<file path="config.mk">
export PLATFORM = sky130hd
export DESIGN_NAME = up_mem_if
export DESIGN_NICKNAME = d
export VERILOG_FILES = /design/src/rtl/up_mem_if.sv
export SDC_FILE = /design/constraint.sdc
export NUM_CORES = 1
export LEC_CHECK = 0
export ABC_AREA = 1
export BUFFER_PORTS_ARGS = -buffer_cell sky130_fd_sc_hd__buf_4
export CAP_MARGIN = 30
export CORE_MARGIN = 3
export CORE_UTILIZATION = 50
export CTS_BUF_LIST = sky130_fd_sc_hd__clkbuf_4 sky130_fd_sc_hd__clkbuf_8
export DETAILED_ROUTE_END_ITERATION = 8
export GPL_TIMING_DRIVEN = 1
export PLACE_DENSITY = 0.77
export REMOVE_ABC_BUFFERS = 1
export SYNTH_ARGS = -nofsm -noshare
export SYNTH_HDL_FRONTEND = slang
export SYNTH_SLANG_ARGS = --single-unit
</file>
<file path="constraint.sdc">
create_clock -name clk -period 2 [get_ports clk]
set_input_delay 0.3 -clock clk [delete_from_list [all_inputs] [get_ports clk]]
set_output_delay 0.3 -clock clk [all_outputs]
set_load 0.005 [all_outputs]
</file>
<file path="src/rtl/up_mem_if.sv">
// up_mem_if: turns the controller's ale/mem_we strobes into req/ack memory bus
// accesses with wait states, a timeout abort and one pending-request slot.
module up_mem_if #(
    parameter int AW      = 8,
    parameter int DW      = 8,
    parameter int TIMEOUT = 15
) (
    input  logic          clk,
    input  logic          nRst,
    input  logic          ale,
    input  logic [AW-1:0] addr_in,
    input  logic          mem_we,
    input  logic [DW-1:0] wdata,
    output logic [DW-1:0] rdata,
    output logic          mem_re,
    output logic          busy,
    output logic          bus_req,
    output logic          bus_wr,
    output logic [AW-1:0] bus_addr,
    output logic [DW-1:0] bus_wdata,
    input  logic [DW-1:0] bus_rdata,
    input  logic          bus_ack,
    output logic          err,
    output logic          ovf
);
    // state  | meaning
    // IDLE   | nothing in flight, pending slot empty
    // ACCESS | bus_req high, waiting for bus_ack or timeout
    // DONE   | access finished; mem_re pulses for a read
    typedef enum logic [1:0] {
        IDLE   = 2'd0,
        ACCESS = 2'd1,
        DONE   = 2'd2
    } state_t;

    localparam int CW = $clog2(TIMEOUT + 1);

    state_t        state;
    state_t        state_next;
    logic [CW-1:0] cnt;
    logic [AW-1:0] addr_q;
    logic          pend_v;
    logic          pend_wr;
    logic [AW-1:0] pend_addr;
    logic [DW-1:0] pend_data;
    logic          from_slot;

    logic acked;
    logic timed_out;
    logic finish;
    logic direct;
    logic any_req;

    assign acked     = (state == ACCESS) & bus_ack;
    assign timed_out = (state == ACCESS) & ~bus_ack & (cnt == CW'(TIMEOUT - 1));
    assign finish    = acked | timed_out;
    assign any_req   = ale | mem_we;
    // New requests may go straight onto the bus only when nothing is queued ahead.
    assign direct    = (state == IDLE) | ((state == DONE) & ~pend_v);

    always_ff @(posedge clk or negedge nRst) begin
        if (!nRst) begin
            state <= IDLE;
        end else begin
            state <= state_next;
        end
    end

    always_comb begin
        state_next = state;
        case (state)
            IDLE:    if (any_req) state_next = ACCESS;
            ACCESS:  if (finish) state_next = DONE;
            DONE:    state_next = (pend_v | any_req) ? ACCESS : IDLE;
            default: state_next = IDLE;
        endcase
    end

    always_comb begin
        bus_req = (state == ACCESS);
        mem_re  = (state == DONE) & ~bus_wr;
        busy    = (state != IDLE) | pend_v;
    end

    always_ff @(posedge clk or negedge nRst) begin
        if (!nRst) begin
            cnt       <= '0;
            addr_q    <= '0;
            pend_v    <= 1'b0;
            pend_wr   <= 1'b0;
            pend_addr <= '0;
            pend_data <= '0;
            from_slot <= 1'b0;
            bus_wr    <= 1'b0;
            bus_addr  <= '0;
            bus_wdata <= '0;
            rdata     <= '0;
            err       <= 1'b0;
            ovf       <= 1'b0;
        end else begin
            if (ale) addr_q <= addr_in;

            cnt <= (state == ACCESS) ? cnt + CW'(1) : '0;

            if (acked & ~bus_wr) begin
                rdata <= bus_rdata;
            end else if (timed_out & ~bus_wr) begin
                rdata <= '1;
            end
            if (timed_out) err <= 1'b1;

            // A promoted entry keeps the slot occupied until its access ends.
            if (finish & from_slot) begin
                pend_v    <= 1'b0;
                from_slot <= 1'b0;
            end

            if (direct) begin
                if (mem_we) begin
                    bus_wr    <= 1'b1;
                    bus_addr  <= addr_q;
                    bus_wdata <= wdata;
                    if (ale) begin
                        pend_v    <= 1'b1;
                        pend_wr   <= 1'b0;
                        pend_addr <= addr_in;
                    end
                end else if (ale) begin
                    bus_wr   <= 1'b0;
                    bus_addr <= addr_in;
                end
            end else begin
                if (state == DONE) begin
                    bus_wr    <= pend_wr;
                    bus_addr  <= pend_addr;
                    bus_wdata <= pend_data;
                    from_slot <= 1'b1;
                end
                if (pend_v) begin
                    if (any_req) ovf <= 1'b1;
                end else if (mem_we) begin
                    pend_v    <= 1'b1;
                    pend_wr   <= 1'b1;
                    pend_addr <= addr_q;
                    pend_data <= wdata;
                    if (ale) ovf <= 1'b1;
                end else if (ale) begin
                    pend_v    <= 1'b1;
                    pend_wr   <= 1'b0;
                    pend_addr <= addr_in;
                end
            end
        end
    end

endmodule

</file>
==> impl_metrics.py <==
metrics = {
    "run_status": {
        "status": "completed",
    },
    "power_and_ir_drop": {
        "p_sw_share_pct": 36.8,
        "seqPwrFrac_pct": 37.7,
        "vdd_drop_max_v": 0.000608,
        "pwr-share-comb_pct": 39.0,
        "switchingPower_uw": 1940,
        "p_leak_uw": 0.00197,
        "clkPwrFrac_pct": 23.3,
        "p_int_uw": 3320,
        "powerDensity_mw_per_mm2": 1470,
    },
    "worst_setup_path": {
        "endpoint_kind": "flop",
        "crit_chain": "inv_1, ha_1, nand3_1, a21oi_4, nand2_1, nand2_1, nand2_1",
        "startpoint_type": "flop",
        "required_ps": 2230,
        "critical_path_arrival_ps": 1880,
        "critPathCapture": "rdata[6]$_DFFE_PN0P_",
        "r2r_start": "cnt[0]$_DFF_PN0_",
        "worstReg2RegEnd": "rdata[6]$_DFFE_PN0P_",
        "rrSetupSlack_ps": 340,
        "cp_max_fo": 13,
        "critical_path_class": "flop to flop",
        "cpMaxStageDelayCell": "dfrtp_1",
        "critical-path-max-stage-delay_ps": 420,
        "r2r_cells": 7,
        "startpoint": "cnt[0]$_DFF_PN0_",
        "worst_path_most_repeated_cell": "nand2_1",
    },
    "clock_network": {
        "htree_levels": 3,
        "cts.sinks": 60,
        "cts.clk_slew.worst_paths_ps": 70,
        "postCtsSetupRepairBufs": 0,
        "cts_resized": 0,
        "insertion_delay_ps": 340,
        "cts_tree": "built",
        "cts_hold_buffers": 0,
        "ctsLongestPathBuffers": 2,
        "root_buffer": "clkbuf_8",
        "cts_made_buffers": 9,
    },
    "timing": {
        "max_freq_mhz": 604,
        "slew_headroom_pct": 50.5,
        "finalSetupTns_ps": 0,
        "tightest_slew_ps": 743,
        "layout_setup_ws_ps": 344,
        "hold_violations": 0,
        "slew_violations": 0,
        "finalSetupViolations": 0,
        "grt_setup_unrepaired": "false",
        "fin_hold_ws_ps": 16.7,
        "finClkSkew_ps": 9.64,
        "period_share_pct": 82.8,
        "fin_crit_ps": 1660,
    },
    "cells_and_area": {
        "layout_common_cells": "nand2_1, buf_4, dfrtp_1",
        "fillers": 478,
        "mostFrequentLayoutCell": "nand2_1",
        "n_antenna_cell": 0,
        "nets": 456,
        "seq_area_mm2": 0.00150,
        "area_growth_pct": 24.1,
        "fin_area_mm2": 0.00358,
        "drive_gt1_share_pct": 21.2,
        "multiInputGateArea_mm2": 0.00116,
    },
    "detailed_routing": {
        "firstDrtPassIters": 5,
        "route.vias.total": 2463,
        "routed_wl_um": 6190,
        "ant_nets": 0,
        "vias_per_cell": 4.91,
        "drtIter0Drc": 130,
        "routedWlPerCell_um": 12.3,
        "drc": 0,
    },
    "grt": {
        "antenna_found_initial": 0,
        "grt_pass1_vias": 2274,
        "overflow": 0,
        "grt.total_usage_pct": 20.6,
        "grt_pass1_wl_um": 10400,
        "grt_max_degree": 61,
    },
    "synthesis": {
        "ys_seq_elements": 60,
        "seq_area_frac_synth_pct": 52.0,
        "syn-cell-area_mm2": 0.00289,
        "avgSynthCellArea_um2": 7.91,
        "synth_cells": 365,
        "synth_cell_types": 25,
        "ys_warn_count": 0,
    },
    "placement": {
        "port-buffer-count": 58,
        "dp_worst_setup_slack_ps": 362,
        "placed_cell_area_mm2": 0.00336,
        "place.gp.congestion": 0.807,
        "dp_hpwl_um": 4230,
    },
    "floorplanning": {
        "pin_count": 59,
        "coreArea_mm2": 0.00554,
        "die_area_mm2": 0.00672,
        "fp-row-count": 27,
        "start_util_pct": 52.1,
        "die_w_um": 82.0,
        "die_h_um": 82.0,
    },
    "run": {
        "drv_cap": 0,
    },
    "min_path": {
        "hold_class": "input port to async pin",
    },
}
## registers in the layout (all words and copies together) (netlist names)
name	flops
ovf	1
cnt	4
pend_wr	1
pend_v	1
bus_addr	8
pend_addr	8
addr_q	8
from_slot	1
pend_data	8
state	2
bus_wr	1
bus_wdata	8
err	1
rdata	8
## critical path: cells and delay by family, from the launching register on
family          cells  cell delay, ps
buf+inv             1              70
simple gates        4             580
compound gates      1             330
fa+ha+maj           1             140
flops               1             420
## through the flow
| step | std cells | total power, uW | utilization [%] |
|---|---|---|---|
| 4_1_cts | 502 | 5300 | 64.7 |
| 2_1_floorplan | 353 | 3190 | - |
| 3_5_place_dp | 486 | 4060 | 60.6 |
| 3_3_place_gp | 486 | 4000 | 60.6 |
| 5_1_grt | 502 | 5700 | 64.7 |
| 6_report | 502 | 5260 | 64.7 |
## cell usage after synthesis
| cell type | n | area (um^2) |
|---|---|---|
| clkinv_1 | 1 | 3.75 |
| inv_1 | 33 | 124 |
| o21ai_0 | 19 | 95.1 |
| a21oi_4 | 1 | 16.3 |
| o21bai_1 | 2 | 15.0 |
| nor2_1 | 6 | 22.5 |
| o211ai_1 | 7 | 52.6 |
| xnor2_1 | 1 | 8.76 |
| nand3_2 | 1 | 10.0 |
| a21oi_1 | 1 | 5.00 |
| dfrtp_1 | 60 | 1500 |
| o21ai_1 | 2 | 10.0 |
| a21boi_0 | 1 | 7.51 |
| nand2_1 | 164 | 616 |
| nor3_1 | 1 | 5.00 |
| nand2_4 | 3 | 33.8 |
| nor2_4 | 2 | 22.5 |
| nand2_2 | 3 | 18.8 |
| buf_2 | 5 | 25.0 |
| nand3_1 | 37 | 185 |
| xor2_1 | 1 | 8.76 |
| ha_1 | 2 | 25.0 |
| o21a_1 | 1 | 7.51 |
| inv_2 | 4 | 15.0 |
| buf_4 | 7 | 52.6 |
## cell type report
type	instances	share of cell area (%)
inverters	38	3.98
multi-input cells	255	32.5
clock buffers	12	4.26
well taps	72	2.51
repair buffers	61	12.8
flip-flops and latches	60	41.9
clock inverters	4	2.03
## cells by family (layout without fill, tap and decap cells)
logic type	count (synthesis)	in the layout	share of synthesized area [%]
fa+ha+maj	2	2	0.867
compound gates	34	34	7.24
simple gates	217	217	31.6
xor+xnor	2	2	0.607
flops	60	60	52.0
buf+inv	50	115	7.63
## power groups by stage
stage / Combinational [uW] / Clock (uW) / Sequential [uW]
5_1_grt: 2370 / 1310 / 2020
6_report: 2050 / 1230 / 1980
3_5_place_dp: 2070 / 0 / 1990
3_3_place_gp: 2010 / 0 / 1990
4_1_cts: 2080 / 1240 / 1980
2_1_floorplan: 1220 / 0 / 1970
## how the worst min path moves through the flow
stage	from	end	slack (ps)	cells past startpoint
after floorplan	nRst	addr_q[0]$_DFFE_PN0P_	4	0
after global placement	nRst	rdata[3]$_DFFE_PN0P_	420	1
after detailed placement	nRst	err$_DFFE_PN0P_	420	1
after CTS	nRst	err$_DFFE_PN0P_	50	1
after global routing	nRst	cnt[2]$_DFF_PN0_	60	1
final	nRst	err$_DFFE_PN0P_	20	1
## routing by layer
metal	track usage (%)	vias to the layer above	wire length, um
met4	12.3	0	156
met5	0	-	0
met3	4.61	10	363
met2	31.5	68	2860
met1	26.7	1123	2810
li1	-	1262	-
Note: power is estimated with default switching activity, not from simulation.
